### src/rtl/multicycle_control_if.sv
// Handshake/strobe bundle between the multi-cycle control unit and datapath.
// The control unit is the master: it consumes opcode/handshakes and drives strobes.
interface multicycle_control_if #(
  parameter int OPW   = 4,
  parameter int CNT_W = 16
);
  logic [OPW-1:0]   opcode;
  logic             mem_ready;
  logic             resume;
  logic             mem_read;
  logic             mem_write;
  logic             iord;
  logic             ir_write;
  logic             pc_write;
  logic             branch;
  logic             jump;
  logic             reg_dst;
  logic             mem_to_reg;
  logic             alu_src;
  logic [1:0]       alu_op;
  logic             reg_write;
  logic             halted;
  logic             illegal;
  logic [CNT_W-1:0] retired;

  modport master (
    input  opcode, mem_ready, resume,
    output mem_read, mem_write, iord, ir_write,
    output pc_write, branch, jump, reg_dst,
    output mem_to_reg, alu_src, alu_op, reg_write,
    output halted, illegal, retired
  );

  modport slave (
    output opcode, mem_ready, resume,
    input  mem_read, mem_write, iord, ir_write,
    input  pc_write, branch, jump, reg_dst,
    input  mem_to_reg, alu_src, alu_op, reg_write,
    input  halted, illegal, retired
  );
endinterface

### src/rtl/multicycle_control.sv
// Multi-cycle main control: FETCH/DECODE/EXEC/MEM/WB sequencer with
// memory handshake, halt/resume, illegal-opcode flag and retire counter.
module multicycle_control #(
  parameter int             OPW      = 4,
  parameter logic [OPW-1:0] OP_ATYPE = OPW'(4'b0000),
  parameter logic [OPW-1:0] OP_LW    = OPW'(4'b1000),
  parameter logic [OPW-1:0] OP_SW    = OPW'(4'b1011),
  parameter logic [OPW-1:0] OP_BLT   = OPW'(4'b0100),
  parameter logic [OPW-1:0] OP_BGT   = OPW'(4'b0101),
  parameter logic [OPW-1:0] OP_BEQ   = OPW'(4'b0110),
  parameter logic [OPW-1:0] OP_JMP   = OPW'(4'b1100),
  parameter logic [OPW-1:0] OP_HALT  = OPW'(4'b1111),
  parameter int             CNT_W    = 16
) (
  input logic                clk,
  input logic                rst_n,
  multicycle_control_if.master ctl
);

  typedef enum logic [2:0] {
    S_FETCH,
    S_DECODE,
    S_EXEC,
    S_MEM,
    S_WB,
    S_BRANCH,
    S_HALT
  } state_e;

  state_e           state_q, state_d;
  logic [OPW-1:0]   op_q;
  logic [CNT_W-1:0] retired_q;
  logic             retire;
  logic             is_lw_q;
  logic             dec_alu;
  logic             dec_br;

  assign is_lw_q = (op_q == OP_LW);
  assign dec_alu = (ctl.opcode == OP_ATYPE) ||
                   (ctl.opcode == OP_LW) ||
                   (ctl.opcode == OP_SW);
  assign dec_br  = (ctl.opcode == OP_BLT) ||
                   (ctl.opcode == OP_BGT) ||
                   (ctl.opcode == OP_BEQ);

  always_ff @(posedge clk or negedge rst_n) begin
    if (!rst_n) begin
      state_q   <= S_FETCH;
      op_q      <= '0;
      retired_q <= '0;
    end else begin
      state_q <= state_d;
      if (state_q == S_DECODE) op_q <= ctl.opcode;
      if (retire) retired_q <= retired_q + CNT_W'(1);
    end
  end

  // Strobes are gated by rst_n so they drop the moment reset asserts.
  always_comb begin
    state_d        = state_q;
    retire         = 1'b0;
    ctl.mem_read   = 1'b0;
    ctl.mem_write  = 1'b0;
    ctl.iord       = 1'b0;
    ctl.ir_write   = 1'b0;
    ctl.pc_write   = 1'b0;
    ctl.branch     = 1'b0;
    ctl.jump       = 1'b0;
    ctl.reg_dst    = 1'b0;
    ctl.mem_to_reg = 1'b0;
    ctl.alu_src    = 1'b0;
    ctl.alu_op     = 2'b00;
    ctl.reg_write  = 1'b0;
    ctl.halted     = 1'b0;
    ctl.illegal    = 1'b0;
    if (rst_n) begin
      unique case (state_q)
        S_FETCH: begin
          ctl.mem_read = 1'b1;
          if (ctl.mem_ready) begin
            ctl.ir_write = 1'b1;
            ctl.pc_write = 1'b1;
            state_d      = S_DECODE;
          end
        end
        S_DECODE: begin
          unique case (1'b1)
            dec_alu: state_d = S_EXEC;
            dec_br:  state_d = S_BRANCH;
            (ctl.opcode == OP_JMP): begin
              ctl.jump     = 1'b1;
              ctl.pc_write = 1'b1;
              retire       = 1'b1;
              state_d      = S_FETCH;
            end
            (ctl.opcode == OP_HALT): begin
              retire  = 1'b1;
              state_d = S_HALT;
            end
            default: begin
              ctl.illegal = 1'b1;
              state_d     = S_FETCH;
            end
          endcase
        end
        S_BRANCH: begin
          ctl.alu_op = 2'b01;
          ctl.branch = 1'b1;
          retire     = 1'b1;
          state_d    = S_FETCH;
        end
        S_EXEC: begin
          if (op_q == OP_ATYPE) begin
            ctl.alu_op = 2'b11;
            state_d    = S_WB;
          end else begin
            ctl.alu_op  = 2'b10;
            ctl.alu_src = 1'b1;
            state_d     = S_MEM;
          end
        end
        S_MEM: begin
          ctl.iord      = 1'b1;
          ctl.mem_read  = is_lw_q;
          ctl.mem_write = !is_lw_q;
          if (ctl.mem_ready) begin
            retire  = !is_lw_q;
            state_d = is_lw_q ? S_WB : S_FETCH;
          end
        end
        S_WB: begin
          ctl.reg_write  = 1'b1;
          ctl.mem_to_reg = is_lw_q;
          ctl.reg_dst    = !is_lw_q;
          retire         = 1'b1;
          state_d        = S_FETCH;
        end
        S_HALT: begin
          ctl.halted = 1'b1;
          if (ctl.resume) state_d = S_FETCH;
        end
        default: state_d = S_FETCH;
      endcase
    end
  end

  assign ctl.retired = retired_q;

endmodule

### src/flat_wrapper.sv
// flat-port wrapper written by rule: the top's interface ports become plain ports
module multicycle_control_flat 
#(
  parameter int             OPW      = 4,
  parameter logic [OPW-1:0] OP_ATYPE = OPW'(4'b0000),
  parameter logic [OPW-1:0] OP_LW    = OPW'(4'b1000),
  parameter logic [OPW-1:0] OP_SW    = OPW'(4'b1011),
  parameter logic [OPW-1:0] OP_BLT   = OPW'(4'b0100),
  parameter logic [OPW-1:0] OP_BGT   = OPW'(4'b0101),
  parameter logic [OPW-1:0] OP_BEQ   = OPW'(4'b0110),
  parameter logic [OPW-1:0] OP_JMP   = OPW'(4'b1100),
  parameter logic [OPW-1:0] OP_HALT  = OPW'(4'b1111),
  parameter int             CNT_W    = 16
)
  (clk, rst_n, ctl_opcode, ctl_mem_ready, ctl_resume, ctl_mem_read, ctl_mem_write, ctl_iord, ctl_ir_write, ctl_pc_write, ctl_branch, ctl_jump, ctl_reg_dst, ctl_mem_to_reg, ctl_alu_src, ctl_alu_op, ctl_reg_write, ctl_halted, ctl_illegal, ctl_retired);
  multicycle_control_if #(.OPW(OPW), .CNT_W(CNT_W)) ctl_i ();
  input logic clk;
  input logic rst_n;
  input wire logic [$bits(ctl_i.opcode)-1:0] ctl_opcode;
  input wire logic [$bits(ctl_i.mem_ready)-1:0] ctl_mem_ready;
  input wire logic [$bits(ctl_i.resume)-1:0] ctl_resume;
  output wire logic [$bits(ctl_i.mem_read)-1:0] ctl_mem_read;
  output wire logic [$bits(ctl_i.mem_write)-1:0] ctl_mem_write;
  output wire logic [$bits(ctl_i.iord)-1:0] ctl_iord;
  output wire logic [$bits(ctl_i.ir_write)-1:0] ctl_ir_write;
  output wire logic [$bits(ctl_i.pc_write)-1:0] ctl_pc_write;
  output wire logic [$bits(ctl_i.branch)-1:0] ctl_branch;
  output wire logic [$bits(ctl_i.jump)-1:0] ctl_jump;
  output wire logic [$bits(ctl_i.reg_dst)-1:0] ctl_reg_dst;
  output wire logic [$bits(ctl_i.mem_to_reg)-1:0] ctl_mem_to_reg;
  output wire logic [$bits(ctl_i.alu_src)-1:0] ctl_alu_src;
  output wire logic [$bits(ctl_i.alu_op)-1:0] ctl_alu_op;
  output wire logic [$bits(ctl_i.reg_write)-1:0] ctl_reg_write;
  output wire logic [$bits(ctl_i.halted)-1:0] ctl_halted;
  output wire logic [$bits(ctl_i.illegal)-1:0] ctl_illegal;
  output wire logic [$bits(ctl_i.retired)-1:0] ctl_retired;
  assign ctl_i.opcode = ctl_opcode;
  assign ctl_i.mem_ready = ctl_mem_ready;
  assign ctl_i.resume = ctl_resume;
  assign ctl_mem_read = ctl_i.mem_read;
  assign ctl_mem_write = ctl_i.mem_write;
  assign ctl_iord = ctl_i.iord;
  assign ctl_ir_write = ctl_i.ir_write;
  assign ctl_pc_write = ctl_i.pc_write;
  assign ctl_branch = ctl_i.branch;
  assign ctl_jump = ctl_i.jump;
  assign ctl_reg_dst = ctl_i.reg_dst;
  assign ctl_mem_to_reg = ctl_i.mem_to_reg;
  assign ctl_alu_src = ctl_i.alu_src;
  assign ctl_alu_op = ctl_i.alu_op;
  assign ctl_reg_write = ctl_i.reg_write;
  assign ctl_halted = ctl_i.halted;
  assign ctl_illegal = ctl_i.illegal;
  assign ctl_retired = ctl_i.retired;
  multicycle_control #(.OPW(OPW), .OP_ATYPE(OP_ATYPE), .OP_LW(OP_LW), .OP_SW(OP_SW), .OP_BLT(OP_BLT), .OP_BGT(OP_BGT), .OP_BEQ(OP_BEQ), .OP_JMP(OP_JMP), .OP_HALT(OP_HALT), .CNT_W(CNT_W)) u_core (.clk(clk), .rst_n(rst_n), .ctl(ctl_i));
endmodule
### config.mk
export PLATFORM = sky130hd
export DESIGN_NAME = multicycle_control_flat
export DESIGN_NICKNAME = d
export VERILOG_FILES = /design/src/rtl/multicycle_control_if.sv /design/src/rtl/multicycle_control.sv /design/src/flat_wrapper.sv
export SDC_FILE = /design/constraint.sdc
export NUM_CORES = 1
export LEC_CHECK = 0
export CAP_MARGIN = 20
export CORE_AREA = 5 5 53 89
export CTS_BUF_LIST = sky130_fd_sc_hd__clkbuf_4 sky130_fd_sc_hd__clkbuf_8
export CTS_CLUSTER_SIZE = 25
export DETAILED_ROUTE_END_ITERATION = 8
export DIE_AREA = 0 0 58 94
export PLACE_DENSITY_LB_ADDON = 0.05
export SYNTH_ARGS = -nofsm -noshare
export SYNTH_HDL_FRONTEND = slang
export SYNTH_SLANG_ARGS = --single-unit
### constraint.sdc
create_clock -name clk -period 2.3 [get_ports clk]
set_clock_uncertainty 0.15 [all_clocks]
set_input_delay 0.46 -clock clk [delete_from_list [all_inputs] [get_ports clk]]
set_output_delay 0.46 -clock clk [all_outputs]
set_load 0.005 [all_outputs]
==> results of run 1 <==
==> placed cells by master (no fill, tap or decap), types with 3 or more instances in the layout <==
master	count
a211oi_1	3
a21oi_1	9
and3_1	3
buf_4	45
clkbuf_8	3
clkdlybuf4s50_1	21
dfrtp_1	22
dlygate4sd2_1	9
dlymetal6s2s_1	4
mux2_2	5
nand2_1	11
nand2b_1	3
nand3_1	4
nand4_1	4
nor2_1	7
nor3_1	4
o21ai_0	5
o31ai_1	3
xor2_1	15
==> kinds of logic (layout without fill, tap and decap cells) <==
kind of cell | count (synthesis) | count (layout) | share of synthesized area
simple gates | 58 | 58 | 0.230
compound gates | 34 | 34 | 0.209
flops | 23 | 23 | 0.388
mux | 5 | 5 | 0.0379
xor+xnor | 16 | 16 | 0.0944
buf+inv | 9 | 92 | 0.0329
fa+ha+maj | 1 | 1 | 0.00842
==> sequential cells by signal, indices dropped and copies added (netlist names) <==
register / count
u_core.ctl.retired: 16
u_core.op_q: 4
u_core.state_q: 3
==> timing repair <==
| item | CTS | global route |
|---|---|---|
| setup endpoints to repair | 23 | 9 |
| setup buffers | 4 | 10 |
| hold endpoints to repair | 0 | 0 |
| gates cloned | 0 | 1 |
| resized for setup | 33 | 13 |
| hold buffers | 0 | 0 |
| pin swaps | 6 | 5 |
==> worst register-to-register path: cells and delay by family, from the launching register on <==
| kind | cells | cell delay, ns |
|---|---|---|
| flip-flops | 1 | 0.38 |
| multiplexers | 1 | 0.26 |
| AO/OA/AOI/OAI | 2 | 0.32 |
| buffers and inverters | 2 | 0.36 |
| AND/OR/NAND/NOR | 1 | 0.56 |
==> power breakdown <==
| group | internal [W] | leakage [nW] | switching, W |
|---|---|---|---|
| registers | 0.000503 | 0.301 | 0.000110 |
| clock network | 0.000135 | 0.0262 | 0.000122 |
| logic | 0.000645 | 0.818 | 0.000537 |
| total | 0.00128 | 1.14 | 0.000768 |
==> cell type report <==
class	instances	share of cell area
clock buffer	4	0.0205
inverter	1	0.00158
multi-input combinational	114	0.395
sequential	23	0.242
tap	48	0.0252
timing repair buffer	87	0.315
==> stage by stage <==
stage	instances	util	power (W)
after floorplan	146	-	0.00111
after global placement	258	0.547	0.00152
after detailed placement	258	0.547	0.00155
after CTS	266	0.580	0.00191
after global routing	277	0.610	0.00219
final	277	0.610	0.00205
==> path summary, 6_finish.rpt <==
path                            cells past startpoint                                 end  slack [ns]
worst max register to register                      6   u_core.ctl.retired[1]$_DFFE_PN0P_        0.16
min in group clk                                    1  u_core.ctl.retired[15]$_DFFE_PN0P_        0.31
worst max-delay path                                5                       ctl_reg_write        0.05
worst min register to register                      1  u_core.ctl.retired[15]$_DFFE_PN0P_        0.31
max in group asynchronous                           2          u_core.op_q[0]$_DFFE_PN0P_        1.63
worst min-delay path                                2  u_core.ctl.retired[11]$_DFFE_PN0P_        0.21
==> layer usage <==
metal / up-vias / part of all wire
li1: 709 / -
met1: 707 / 0.34
met2: 35 / 0.60
met3: 8 / 0.041
met4: 0 / 0.015
met5: - / 0
==> results.cfg, run 1 <==
[layout]
area_growth_pct = 60.3
nets = 239
regArea_sq_um = 577
postLayoutCellArea_sq_mm = 0.00238
antenna_cells = 0
multi_input_area_sq_um = 941
fillers = 362
drive_gt1_frac = 0.380

[sta]
maxSlewViolCount = 0
min_period_over_period = 0.977
setup_tns_ns = 0
slew-limit-headroom = 0.543
clock.fmax_mhz = 445
hold_ws_ns = 0.209
fin_ws_ns = 0.0521
tightestPinTransition_ns = 0.669
setup_violations = 0
hold_violations = 0
min_period_ns = 2.25

[worst_setup_path]
worstSetupStartpointType = input pin
path_cells = clkdlybuf4s15_2, buf_8, nand3_2, inv_1, clkdlybuf4s50_1
cpPeakStageDelay_ns = 0.49
crit_start = rst_n
critPathSlowestCell = clkdlybuf4s50_1
crit_family = buffers and inverters
required_ns = 1.69
regToRegStartpoint = u_core.op_q[0]$_DFFE_PN0P_
worstSetupPathType = in -> out
critPathMaxFanout = 16
arrival_ns = 1.64
end_kind = primary output
path_buf_inv = 4

[min_path]
min_path_type = in -> async

[pwr]
p_per_area_mw_per_mm2 = 862
p_leak_nw = 1.14
vdd_drop_max_uv = 659

[placement]
io_buffers = 38
pre_cts_ws_ns = -0.437
placed_cell_area_sq_mm = 0.00214
place_hpwl_microns = 3200
gp_congestion = 0.863

[clock_tree]
cts_made_buffers = 3
clk_latency_ns = 0.26
cts_tree = built
max-clock-path-buffers = 2
root_buffer = clkbuf_8
cts_sinks = 23
htreeDepth = 1
clkTransAtPathRegs_ns = 0.08

[global_routing]
antenna_found_initial = 0
use_met2 = 0.327
grt_use_met3 = 0.0193
grt_busiest_layer = met2
track_usage = 0.160
gr-total-overflow = 0
grt_pass1_wl_microns = 6890
grt_pass1_vias = 1494
met1_usage = 0.158
grt_max_degree = 17

[yosys]
syn_avg_cell_area_sq_um = 10.2
synth_cell_type_count = 39
yosysWarningCount = 0
ys_seq_area_frac = 0.388
synth-edff-count = 0
synth_top_cell_area_share = 0.388
synth_area_leader_cell = dfrtp_1
synthCells = 146
synth_seq_cells = 23
synthArstFlopShare = 1.00
synthFlopType = dfrtp_1
synth_area_sq_mm = 0.00149
syn_nets = 155
synthMostInstantiatedCell = dfrtp_1
synth_area_leaders = dfrtp_1 39%, xor2_1 8.8%, mux2_2 3.8%, a2111oi_4 3.7%, a21oi_1 3.0%
synth_commonest_cells = 23 x dfrtp_1, 15 x xor2_1, 12 x nand2_1

[route]
wl_per_cell_microns = 15.5
drc = 0
viasPerCell = 5.27
antenna_left = 0
routed_wl_microns = 4300
num_vias = 1459
drt_iter0_markers = 25
drt_pass1_iterations = 4

[floorplanning]
die_w_microns = 58
start_util = 0.380
num_rows = 30
pin_count = 39
die_h_microns = 94
coreArea_sq_mm = 0.00390
die_area_sq_mm = 0.00545

[flow_run]
drv_cap = 0

[status]
status = finished, final reports clean
(Power assumes the default switching activity.)
==> run 2, diff against run 1 <==
--- a/config.mk
+++ b/config.mk
@@ -6,11 +6,11 @@
 export NUM_CORES = 1
 export LEC_CHECK = 0
 export CAP_MARGIN = 20
-export CORE_AREA = 5 5 53 89
+export CORE_AREA = 2 2 50 86
 export CTS_BUF_LIST = sky130_fd_sc_hd__clkbuf_4 sky130_fd_sc_hd__clkbuf_8
 export CTS_CLUSTER_SIZE = 25
 export DETAILED_ROUTE_END_ITERATION = 8
-export DIE_AREA = 0 0 58 94
+export DIE_AREA = 0 0 52 88
 export PLACE_DENSITY_LB_ADDON = 0.05
 export SYNTH_ARGS = -nofsm -noshare
 export SYNTH_HDL_FRONTEND = slang
==> run 2 against run 1 <==
  * Worst setup slack worse by 0.033 ns
  * Clock power hardly changed
  * Non-clock buffer count is 9 lower
  * Cell count is 3.2% lower
  * Critical path type is now reg -> out
  * Largest cell class unchanged
==> results.cfg, run 2 (synthesis results as in run 1) <==
[status]
status = finished, final reports clean

[flow_run]
drv_cap = 0

[route]
drt_iter0_markers = 23
num_vias = 1432
wl_per_cell_microns = 15.7
viasPerCell = 5.34
drc = 0
routed_wl_microns = 4220
antenna_left = 0
drt_pass1_iterations = 4

[clock_tree]
ctsHoldBuffers = 0
clkTransAtPathRegs_ns = 0.08
cts_made_buffers = 3
cts_sinks = 23
max-clock-path-buffers = 2
clk_latency_ns = 0.26
root_buffer = clkbuf_8
cts_tree = built
htreeDepth = 1

[layout]
regArea_sq_um = 577
area_growth_pct = 59.1
postLayoutCellArea_sq_mm = 0.00236
final_cell_mix = 32 x buf_4, 22 x dfrtp_1, 20 x clkdlybuf4s50_1, 15 x xor2_1, 10 x nand2_1
largest_register_ffs = 16
fillers = 327
drive_gt1_frac = 0.350
antenna_cells = 0
final_common_cell = buf_4
multi_input_area_sq_um = 941
nets = 230

[floorplanning]
coreArea_sq_mm = 0.00387
num_rows = 30
die_w_microns = 52
pin_count = 39
start_util = 0.384
die_area_sq_mm = 0.00458
die_h_microns = 88

[min_path]
min_path_type = in -> async

[placement]
io_buffers = 38
placed_cell_area_sq_mm = 0.00213
place_hpwl_microns = 3150
gp_congestion = 0.773

[worst_setup_path]
end_kind = primary output
critPathMaxFanout = 4
required_ns = 1.69
arrival_ns = 1.67
worstSetupStartpointType = register
worstSetupPathType = reg -> out

[sta]
min_period_ns = 2.28
rsz0062_at_grt = yes
slew-limit-headroom = 0.662
min_period_over_period = 0.992
hold_violations = 0
setup_violations = 0
maxSlewViolCount = 0
tightestPinTransition_ns = 0.494
clock.fmax_mhz = 439

[pwr]
p_leak_nw = 1.16
power_w = 0.00204
p_per_area_mw_per_mm2 = 862
vdd_drop_max_uv = 578

[global_routing]
grt_max_degree = 15
grt_pass1_vias = 1462
track_usage = 0.194
gr-total-overflow = 0
antenna_found_initial = 0
grt_pass1_wl_microns = 6670
## run 2: changes by cell type in the layout (fill, tap and decap cells not counted), sizes merged
cell,previous run,this run
buf,50,40
clkbuf,5,6
clkdlybuf4s50,21,20
dlygate4sd2,9,7
dlymetal6s2s,4,7
## run 2: final cells by class
class | instances | area share
Multi-Input combinational cell | 114 | 0.398
Timing Repair Buffer | 78 | 0.310
Sequential cell | 23 | 0.244
Tap cell | 48 | 0.0254
Clock buffer | 4 | 0.0207
Inverter | 1 | 0.00159
## run 2: path summary, 6_finish.rpt
| kind | endpoint | from | cells after the start | slack, ns |
|---|---|---|---|---|
| worst min register to register | u_core.ctl.retired[15]$_DFFE_PN0P_ | u_core.ctl.retired[15]$_DFFE_PN0P_ | 1 | 0.32 |
| max in group asynchronous | u_core.op_q[2]$_DFFE_PN0P_ | rst_n | 2 | 1.67 |
| worst max-delay path | ctl_mem_read | u_core.op_q[2]$_DFFE_PN0P_ | 4 | 0.02 |
| worst max register to register | u_core.ctl.retired[14]$_DFFE_PN0P_ | u_core.op_q[2]$_DFFE_PN0P_ | 6 | 0.08 |
| min in group clk | u_core.ctl.retired[15]$_DFFE_PN0P_ | u_core.ctl.retired[15]$_DFFE_PN0P_ | 1 | 0.32 |
| worst min-delay path | u_core.state_q[0]$_DFFE_PN0P_ | rst_n | 2 | 0.20 |
## run 2: per-stage QoR
step | utilization | instances | hold slack [ns] | worst slack (ns) | setup TNS, ns
floorplan | - | 146 | 0.0144 | 0.260 | 0
global placement | 0.551 | 254 | 0.313 | -0.425 | -7.01
detailed placement | 0.551 | 254 | 0.319 | -0.457 | -8.18
CTS | 0.580 | 261 | 0.164 | -0.232 | -0.276
global route | 0.611 | 268 | 0.198 | -0.0717 | -0.0717
finish | 0.611 | 268 | 0.196 | 0.0195 | 0
## run 2: power breakdown
part / internal, W / switching (W) / total, W
registers: 0.000503 / 0.000134 / 0.000637
logic: 0.000624 / 0.000516 / 0.00114
clock network: 0.000135 / 0.000125 / 0.000260
## run 2: critical path: stages (launching register included)
cell and delay (ns):
dfrtp_2 0.46, or4b_4 0.50, nor2_1 0.12, o21a_1 0.12
clkdlybuf4s15_1 0.20
## run 2: routing by layer
metal / GRT usage / up-vias / routed length, microns
met2: 0.366 / 46 / 2420
met3: 0.0273 / 9 / 165
met5: 0 / - / 0
met1: 0.207 / 692 / 1530
met4: 0.0766 / 0 / 102
li1: - / 685 / -
## run 2: what timing repair did
item                                    in CTS  in global routing
setup buffers                                3                  7
pin swaps                                    3                  7
resized for setup                           23                 26
endpoints found under the setup margin      19                 10
gates cloned                                 0                  0
==> run 3, diff against run 2 <==
--- a/config.mk
+++ b/config.mk
@@ -11,7 +11,7 @@
 export CTS_CLUSTER_SIZE = 25
 export DETAILED_ROUTE_END_ITERATION = 8
 export DIE_AREA = 0 0 52 88
-export PLACE_DENSITY_LB_ADDON = 0.05
+export PLACE_DENSITY = 0.72
 export SYNTH_ARGS = -nofsm -noshare
 export SYNTH_HDL_FRONTEND = slang
 export SYNTH_SLANG_ARGS = --single-unit
==> run 3 against run 2 <==
  * Critical path depth increased by 2
  * Clock power about the same
  * Sequential power shrank 4.2%
  * Highest routed layer unchanged
  * Total power is 3.5% lower
  * Cell count is 1.1% lower
  * Non-clock buffer count shrank 3
  * Wire length decreased by 3.2%
  * Clock-buffer cell count is the same
==> results.cfg, run 3 (synthesis results as in run 1) <==
[route]
viasPerCell = 5.47
drc = 0
wl_per_cell_microns = 15.4
antenna_left = 0
drt_pass1_iterations = 4
drt_iter0_markers = 19
num_vias = 1449
routed_wl_microns = 4080

[sta]
min_period_ns = 2.26
min_period_over_period = 0.984
tightestPinTransition_ns = 0.490
slew-limit-headroom = 0.673
clock.fmax_mhz = 442
hold_ws_ns = 0.202
maxSlewViolCount = 0
fin_ws_ns = 0.0362
setup_violations = 0
hold_violations = 0

[global_routing]
grt_max_degree = 16
track_usage = 0.187
grt_pass1_vias = 1490
grt_pass1_wl_microns = 6490
antenna_found_initial = 0
gr-total-overflow = 0

[clock_tree]
cts_tree = built
cts_made_buffers = 3
clk_latency_ns = 0.27
cts_sinks = 23
root_buffer = clkbuf_8
max-clock-path-buffers = 2
ctsHoldBuffers = 0
clkTransAtPathRegs_ns = 0.08
htreeDepth = 1

[placement]
io_buffers = 38
pre_cts_ws_ns = -0.318
placed_cells = 254
place_hpwl_microns = 2910
gp_congestion = 0.805

[floorplanning]
die_w_microns = 52
pin_count = 39
start_util = 0.384
coreArea_sq_mm = 0.00387
die_area_sq_mm = 0.00458
die_h_microns = 88
num_rows = 30

[flow_run]
drv_cap = 0

[worst_setup_path]
required_ns = 1.69
reg2reg_to = u_core.ctl.retired[11]$_DFFE_PN0P_
end_kind = primary output
rr_worst_depth = 6
crit_family = buffers and inverters
critPathSlowestCell = dfrtp_1
path_buf_inv = 4
regToRegStartpoint = u_core.op_q[0]$_DFFE_PN0P_
worstSetupPathType = reg -> out
rrSetupSlack_ns = 0.06
arrival_ns = 1.65
worstSetupStartpointType = register
critPathMaxFanout = 3
cpMostUsedCell = buf_4
path_cells = buf_6, nor4_4, buf_4, buf_4, nor3_1, dlygate4sd2_1
cpPeakStageDelay_ns = 0.39

[pwr]
vdd_drop_max_uv = 627
p_leak_nw = 1.07
p_per_area_mw_per_mm2 = 857

[layout]
drive_gt1_frac = 0.332
area_growth_pct = 54.3
nets = 227
final_common_cell = buf_4
largest_register_ffs = 16
utilization = 0.593
final_cell_mix = 33 x buf_4, 23 x dfrtp_1, 21 x clkdlybuf4s50_1, 15 x xor2_1, 12 x dlygate4sd2_1
fillers = 345
finalNonFillerCells = 265
antenna_cells = 0

[min_path]
min_path_type = in -> async

[status]
status = finished, final reports clean
==> run 3: cell types whose count changed in the layout (fill, tap and decap cells not counted), sizes merged <==
cell / before / now
buf: 40 / 37
clkdlybuf4s15: 2 / 0
clkdlybuf4s50: 20 / 21
dlygate4sd2: 7 / 12
dlymetal6s2s: 7 / 3
==> run 3: repair_timing <==
| action | in CTS | in global routing |
|---|---|---|
| pin swaps | 7 | 5 |
| buffers inserted | 6 | 2 |
| resized for setup | 29 | 13 |
| setup endpoints to repair | 17 | 8 |
==> run 3: stage by stage <==
step                      cell area [sq um]  TNS [ns]  total power, W
final                                  2290         0         0.00196
after CTS                              2260    -0.210         0.00192
after detailed placement               2110     -5.84         0.00152
after floorplan                        1490         0         0.00111
after global routing                   2290   -0.0271         0.00207
after global placement                 2110     -5.76         0.00149
==> run 3: worst max-delay path by stage <==
| stage | from | end | slack [ns] | cells after the start |
|---|---|---|---|---|
| 4_1_cts | u_core.state_q[2]$_DFFE_PN0P_ | ctl_pc_write | -0.21 | 5 |
| 2_1_floorplan | u_core.state_q[1]$_DFFE_PN0P_ | ctl_pc_write | 0.26 | 4 |
| 5_1_grt | u_core.op_q[1]$_DFFE_PN0P_ | ctl_alu_src | -0.03 | 6 |
| 6_report | u_core.op_q[1]$_DFFE_PN0P_ | ctl_alu_src | 0.04 | 6 |
| 3_3_place_gp | rst_n | ctl_mem_to_reg | -0.30 | 5 |
| 3_5_place_dp | rst_n | ctl_pc_write | -0.32 | 5 |
==> run 3: cell type report <==
class / count / area (sq um) / share of cell area
clock buffers: 4 / 48.8 / 0.0213
inverters: 1 / 3.75 / 0.00164
multi-input cells: 114 / 948 / 0.414
flip-flops and latches: 23 / 576 / 0.251
well taps: 48 / 60.1 / 0.0262
repair buffers: 75 / 656 / 0.286
==> run 3: per-layer routing <==
layer	share of wire	global-route usage
met1	0.37	0.187
met3	0.057	0.0324
met4	0.040	0.0981
met5	0	0
met2	0.54	0.353
==> run 3: power breakdown <==
| part | switching [W] | total, W | leakage [nW] | internal [W] |
|---|---|---|---|---|
| logic | 0.000523 | 0.00109 | 0.743 | 0.000571 |
| registers | 0.000108 | 0.000610 | 0.302 | 0.000501 |
| clock network | 0.000125 | 0.000261 | 0.0262 | 0.000136 |
| total | 0.000757 | 0.00196 | 1.07 | 0.00121 |
==> run 3: worst reg2reg max path: stages, from the launching register on <==
cell      delay, ns
dfrtp_1        0.38
or4b_4         0.57
buf_4          0.17
a41oi_4        0.37
buf_4          0.23
a211oi_1       0.10
xor2_1         0.15
